## src/rtl/vector_execute_skid_buffer.sv

```systemverilog
// Two-entry skid buffer placed after the 8-lane vector ALU.
// It holds up to two results with their flags and writeback tag, and hands
// them to writeback over a valid/ready handshake. in_ready comes straight from
// a flop, so there is no combinational path from out_ready back to the ALU.
// Lane-flag summaries are derived from the head entry. A saturating counter
// records the cycles in which downstream holds the head entry back.
module vector_execute_skid_buffer #(
   parameter int V  = 256,
   parameter int F  = 32,
   parameter int RA = 4,
   parameter int SW = 16
) (
   input  logic          clk,
   input  logic          rst,
   input  logic          flush,
   input  logic          in_valid,
   output logic          in_ready,
   input  logic [V-1:0]  in_result,
   input  logic [F-1:0]  in_flags,
   input  logic [RA-1:0] in_rd,
   input  logic          in_we,
   output logic          out_valid,
   input  logic          out_ready,
   output logic [V-1:0]  out_result,
   output logic [F-1:0]  out_flags,
   output logic [RA-1:0] out_rd,
   output logic          out_we,
   output logic          out_all_zero,
   output logic          out_any_neg,
   output logic [1:0]    occupancy,
   output logic [SW-1:0] stall_count
);

   // Each lane packs four flags: bit3 N, bit2 Z, bit1 C, bit0 V.
   localparam int LANES = F / 4;

   // The state encoding is the entry count, so occupancy can be driven
   // straight from the state register.
   typedef enum logic [1:0] {
      EMPTY = 2'd0,
      ONE   = 2'd1,
      TWO   = 2'd2
   } state_t;

   state_t         state_reg;
   state_t         state_next;
   logic           in_ready_reg;
   logic           in_ready_next;

   // The head entry drives out_*. The skid entry catches the single
   // result that arrives while the head is stalled.
   logic [V-1:0]   head_result_reg;
   logic [F-1:0]   head_flags_reg;
   logic [RA-1:0]  head_rd_reg;
   logic           head_we_reg;
   logic [V-1:0]   skid_result_reg;
   logic [F-1:0]   skid_flags_reg;
   logic [RA-1:0]  skid_rd_reg;
   logic           skid_we_reg;

   logic [SW-1:0]  stall_count_reg;

   logic           valid_int;
   logic           push;
   logic           pop;
   logic           load_head_in;
   logic           load_head_skid;
   logic           load_skid;

   logic [LANES-1:0] lane_z;
   logic [LANES-1:0] lane_n;

   assign valid_int = (state_reg != EMPTY);
   assign push      = in_valid & in_ready_reg;
   assign pop       = valid_int & out_ready;

   // Next-state and datapath-load decode. Flush empties the buffer and
   // loads nothing, so any push in the same cycle is dropped.
   always_comb begin
      state_next     = state_reg;
      load_head_in   = 1'b0;
      load_head_skid = 1'b0;
      load_skid      = 1'b0;
      if (flush) begin
         state_next = EMPTY;
      end else begin
         case (state_reg)
            EMPTY: begin
               if (push) begin
                  state_next   = ONE;
                  load_head_in = 1'b1;
               end
            end
            ONE: begin
               if (push && pop) begin
                  load_head_in = 1'b1;
               end else if (push) begin
                  state_next = TWO;
                  load_skid  = 1'b1;
               end else if (pop) begin
                  state_next = EMPTY;
               end
            end
            TWO: begin
               // in_ready is low here, so only a pop can happen.
               if (pop) begin
                  state_next     = ONE;
                  load_head_skid = 1'b1;
               end
            end
            default: begin
               state_next = EMPTY;
            end
         endcase
      end
      // The ready register looks ahead one cycle: it accepts whenever the
      // next state still has a free entry.
      in_ready_next = (state_next != TWO);
   end

   // State and registered ready. Reset overrides flush and any handshake.
   always_ff @(posedge clk) begin
      if (rst) begin
         state_reg    <= EMPTY;
         in_ready_reg <= 1'b1;
      end else begin
         state_reg    <= state_next;
         in_ready_reg <= in_ready_next;
      end
   end

   // Entry storage. Data is not reset because out_* are masked to zero
   // whenever the buffer is empty.
   always_ff @(posedge clk) begin
      if (load_head_in) begin
         head_result_reg <= in_result;
         head_flags_reg  <= in_flags;
         head_rd_reg     <= in_rd;
         head_we_reg     <= in_we;
      end else if (load_head_skid) begin
         head_result_reg <= skid_result_reg;
         head_flags_reg  <= skid_flags_reg;
         head_rd_reg     <= skid_rd_reg;
         head_we_reg     <= skid_we_reg;
      end
      if (load_skid) begin
         skid_result_reg <= in_result;
         skid_flags_reg  <= in_flags;
         skid_rd_reg     <= in_rd;
         skid_we_reg     <= in_we;
      end
   end

   // Backpressure counter. It sticks at all-ones and survives a flush.
   always_ff @(posedge clk) begin
      if (rst) begin
         stall_count_reg <= '0;
      end else if (valid_int && !out_ready && (stall_count_reg != {SW{1'b1}})) begin
         stall_count_reg <= stall_count_reg + 1'b1;
      end
   end

   // Pick out the per-lane Z and N bits from the head flags.
   generate
      for (genvar gi = 0; gi < LANES; gi++) begin : g_lane
         assign lane_z[gi] = head_flags_reg[4*gi+2];
         assign lane_n[gi] = head_flags_reg[4*gi+3];
      end
   endgenerate

   assign in_ready     = in_ready_reg;
   assign out_valid    = valid_int;
   assign out_result   = valid_int ? head_result_reg : '0;
   assign out_flags    = valid_int ? head_flags_reg  : '0;
   assign out_rd       = valid_int ? head_rd_reg     : '0;
   assign out_we       = valid_int & head_we_reg;
   assign out_all_zero = valid_int & (&lane_z);
   assign out_any_neg  = valid_int & (|lane_n);
   assign occupancy    = state_reg;
   assign stall_count  = stall_count_reg;

endmodule

```

## config.mk

```make
export PLATFORM = sky130hd
export DESIGN_NAME = vector_execute_skid_buffer
export DESIGN_NICKNAME = d
export VERILOG_FILES = /design/src/rtl/vector_execute_skid_buffer.sv
export SDC_FILE = /design/constraint.sdc
export NUM_CORES = 1
export LEC_CHECK = 0
export CAP_MARGIN = 20
export CORE_AREA = 2 2 239 241
export CTS_BUF_LIST = sky130_fd_sc_hd__clkbuf_4
export CTS_CLUSTER_SIZE = 12
export DETAILED_ROUTE_END_ITERATION = 8
export DIE_AREA = 0 0 241 243
export PLACE_DENSITY = 0.81
export SYNTH_ARGS = -nofsm -noshare
export SYNTH_HDL_FRONTEND = slang
export SYNTH_SLANG_ARGS = --single-unit
export TNS_END_PERCENT = 5
```

## constraint.sdc

```tcl
create_clock -name clk -period 92.4 [get_ports clk]
set_input_delay 18.48 -clock clk [delete_from_list [all_inputs] [get_ports clk]]
set_output_delay 18.48 -clock clk [all_outputs]
set_load 0.02 [all_outputs]
```

# Yosys cells after proc, flatten, opt, wreduce, memory -nomap -nowiden
# Index checks and enable logic that the tools add are counted.
# op_classes
bitwise	5
order_cmp	0
n_reduce_logical	9
n_mul	0
shift	0
eq_ne	4
addsub	1
muxes	28
div	0
# ops
operator	n
2-to-1 mux 256 bit	3
2-to-1 mux 32 bit	3
adder 16 x 1 -> 16 bit (second input constant)	1
!= test 16 bit (second input constant)	1
2-to-1 mux 2 bit	6
2-to-1 mux 4 bit	3
2-to-1 mux 1 bit	11
AND reduction 8 bit	1
OR reduction 8 bit	1
one-hot mux 2 bit (3 select lines)	1
bitwise AND 1 bit	5
nonzero test 2 bit	2
logical AND 1 bit	3
== test 2 x 1 -> 1 bit (second input constant)	1
== test 2 bit (second input constant)	1
zero test 2 bit	1
!= test 2 bit (second input constant)	1
one-hot mux 1 bit (2 select lines)	1
zero test 1 bit	1
# word_totals
mem_count	0
mem_bits_ro	0
latch_bits	0
register_bits	605
in_bits	298
wordCells	58
output_inout_bits	315
ram_bits	0

# Depth between registers and ports, before layout
# depth
word_depth	8
mapped_depth	7
depth_no_buf	5

# Worst setup path after synthesis
# OpenSTA, ideal clock, no wires.
# synth_path
path_type	input-to-reg
start	in flush
end	reg skid_flags_reg[0], enable pin
path_slack_ps	44279
n_path_buf	0
required_time_ps	90734
arrival_time_ps	46455
stages	1
setup_ps	1666
path_cell_list	nor4_1
# synth_via
elab_chain_cells	1
# synth_lines
item	line_no	text
start: declaration	15	input logic flush,
2-to-1 mux 1 bit	84	if (flush) begin
end signal: assignment	148	skid_flags_reg <= in_flags;
end: declaration	57	logic [F-1:0] skid_flags_reg;
# No other way between the ends.
# A chain may end at the register's enable or synchronous reset.

# Final worst setup path
# layout_path
start	reg state_reg[1] (netlist: occupancy[1])
end	out out_result[217]
# layout_via
elab_chain_cells	2
# layout_lines
item	line_no	text
start: declaration	45	state_t state_reg;
start signal: assignment	127	state_reg <= state_next;
nonzero test 2 bit	73	assign valid_int = (state_reg != EMPTY);
2-to-1 mux 256 bit	173	assign out_result = valid_int ? head_result_reg : '0;
end: declaration	24	output logic [V-1:0] out_result,
# No other way between the ends.

==> impl_metrics.csv <==
group,metric,value,unit
status,outcome,"finished clean",
power_and_ir_drop,finalPower,0.000598,W
clocking,cts_made_buffers,160,
sta,min_period,22770,ps
clocking,root_buffer,"clkbuf_4",
finish,fin_nets,2373,
worst_setup_path,crit_fanout,169,
clocking,cts_tree,"built",
die,initial_utilization,0.430,
sta,clock_skew,32.6,ps
power_and_ir_drop,leakage,11.3,nW
worst_setup_path,cp_top_family,"buffers and inverters",
yosys,synth.most_common_cell,"edfxtp_1",
detailed_routing,drtIter0Drc,910,
yosys,ys.flop_type,"edfxtp_1",
power_and_ir_drop,ir_drop,0.0114,mV
yosys,yosys_register_bits,605,
worst_setup_path,path_cells,"nor2_1, inv_6, buf_4, and2_1, clkdlybuf4s50_1",
worst_setup_path,critPathBufInv,3,
clocking,post-cts-setup-buffer-count,0,
detailed_routing,drt_first_pass_iters,5,
yosys,yosys_warnings,0,
worst_setup_path,slowest_delay,840,ps
die,die_width,241,um
yosys,yosysTopAreaCell,"edfxtp_1",
sta,final_hold_viol_count,0,
global_routing,grt-ovfl-total,0,
power_and_ir_drop,power_density,18.1,nW/um2
clocking,post_cts_resize_count,0,
worst_setup_path,crit_arrival,4290,ps
worst_hold_path,min_path_type,"flop to flop",
yosys,synth_edf_count,586,
sta,post-route-period-util,0.246,
detailed_routing,drc,0,
clocking,clock_latency,980,ps
yosys,synth_area_leaders,"edfxtp_1, mux2_2, and2_1",
finish,utilization,0.590,
yosys,netlist_instances,1357,
clocking,cts.hold.buffers_added,0,
yosys,synthArstFlopShare,0,
detailed_routing,wl_per_cell,20.0,um
yosys,yosysUniqueCellTypes,44,
yosys,synthTopCellsByCount,"edfxtp_1, and2_1, mux2_2",
clocking,cts.sinks,605,
detailed_routing,ant_nets,0,
global_routing,grtUsageTotal,0.198,
worst_setup_path,start_kind,"flop",
finish,drive_above_1_share,0.261,
worst_setup_path,cp_slowest_cell,"buf_4",
finish,fill_cells,4235,
global_routing,antenna_found_initial,13,
sta,setup_tns,0,ps
yosys,synth-seq-area-share,0.747,
die,coreArea,56000,um2
die,dieArea,58600,um2
finish,area_growth,37.2,%
die,die_y,243,um
global_routing,grt_start_max_net_pins,170,
die,boundaryPins,613,
clocking,clkSlewWorstSetupHoldPaths,60,ps
global_routing,grt_pass1_wl,88.0,mm
sta,slew_viol_final,0,
run,maxCapViolCount,0,
sta,maxSlewHeadroom,0.168,
placed_design,hpwl,38.1,mm
worst_setup_path,crit_type,"flop to output port",
worst_setup_path,crit_required,73920,ps
yosys,syn_avg_cell_area,17.7,um2
yosys,synth_nets,1656,
detailed_routing,wirelength,58.9,mm
die,num_rows,87,
sta,fmax,43.9,MHz
yosys,synth.cell_area,24100,um2
sta,grt_setup_unrepaired,"no",
detailed_routing,viasPerCell,4.93,
clocking,clockBufferDepth,3,
sta,finalSetupViolCount,0,
clocking,htreeDepth,4,
global_routing,grt_pass1_vias,15399,
detailed_routing,vias,14523,
placed_design,io_buffers,612,
worst_setup_path,critPathCaptureType,"output port",
yosys,synth_top_area_share,0.732,
placed_design,gp_congestion,0.819,
sta,tightest_slew,1250,ps
-- power breakdown --
part | switching [W] | internal (W)
Clock | 0.000110 | 0.000127
Sequential | 0.00000204 | 0.000309
Combinational | 0.0000227 | 0.0000272
-- final cells by class --
class / count / area (um2) / share of cell area
clock inverter: 34 / 280 / 0.00849
sequential: 605 / 18000 / 0.545
inverter: 4 / 20.0 / 0.000607
timing repair buffer: 624 / 6240 / 0.189
antenna: 10 / 25.0 / 0.000758
multi-input combinational: 679 / 5750 / 0.174
clock buffer: 235 / 1760 / 0.0535
tap: 756 / 946 / 0.0287
-- placed cells by master (no fill, tap or decap), drive strengths merged, types with 2 or more instances in the layout --
cell type and instances:
o21a 2, and2 293, nand4 5, clkinv 20, nand3 6, clkbuf 235, buf 12, and3 2
clkdlybuf4s50 612, or3 8, nor4 7, nor2 7, o41ai 3, edfxtp 586, a21oi 13, mux2 294
o21ai 6, diode 10, nor3 2, bufinv 4, o31ai 3, or4 6, nor2b 2, nand2 8
inv 10, dfxtp 19, clkinvlp 4
-- per-stage QoR --
step / cell area [um2] / instances / setup WS, ps / hold slack (ps)
2_1_floorplan: 24100 / 1357 / 44280 / 523
3_3_place_gp: 30900 / 2668 / 70610 / 491
3_5_place_dp: 30900 / 2668 / 70520 / 503
4_1_cts: 33000 / 2937 / 69560 / 515
5_1_grt: 33000 / 2944 / 69200 / 545
6_report: 33000 / 2947 / 69630 / 524
-- tightest hold or removal path, stage by stage, from the launching register on --
cell     delay, ps
dfxtp_1        340
o41ai_1         80
a21oi_1         60
-- layer usage --
metal | global-route usage | wire [um] | vias to the layer above
met5 | 0 | 83 | -
met4 | 0.0837 | 1750 | 12
met3 | 0.0879 | 5810 | 135
met2 | 0.323 | 29000 | 632
met1 | 0.226 | 22200 | 7100
li1 | - | - | 6644
-- path summary, 6_finish.rpt --
| kind | from | to | slack [ps] | cells after the start |
|---|---|---|---|---|
| worst max-delay path | occupancy[1]$_SDFF_PP0_ | out_result[217] | 69630 | 5 |
| worst min-delay path | stall_count[14]$_SDFFE_PP0P_ | stall_count[14]$_SDFFE_PP0P_ | 520 | 2 |
| worst max register to register | occupancy[0]$_SDFF_PP0_ | skid_result_reg[24]$_DFFE_PP_ | 89100 | 4 |
| worst min register to register | stall_count[14]$_SDFFE_PP0P_ | stall_count[14]$_SDFFE_PP0P_ | 520 | 2 |
-- logic make-up (layout without fill, tap and decap cells) --
| logic type | count (synthesis) | in the layout | synth area share |
|---|---|---|---|
| muxes | 295 | 295 | 0.138 |
| buffers and inverters | 73 | 897 | 0.0144 |
| xor gates and xnor gates | 2 | 2 | 0.000728 |
| DFF | 605 | 605 | 0.747 |
| AOI/OAI and AO/OA | 31 | 31 | 0.00837 |
| adders and majority gates | 1 | 1 | 0.000520 |
| other | 0 | 10 | 0 |
| and+or+nand+nor | 350 | 350 | 0.0905 |
Power figures use the tool's default switching activity.
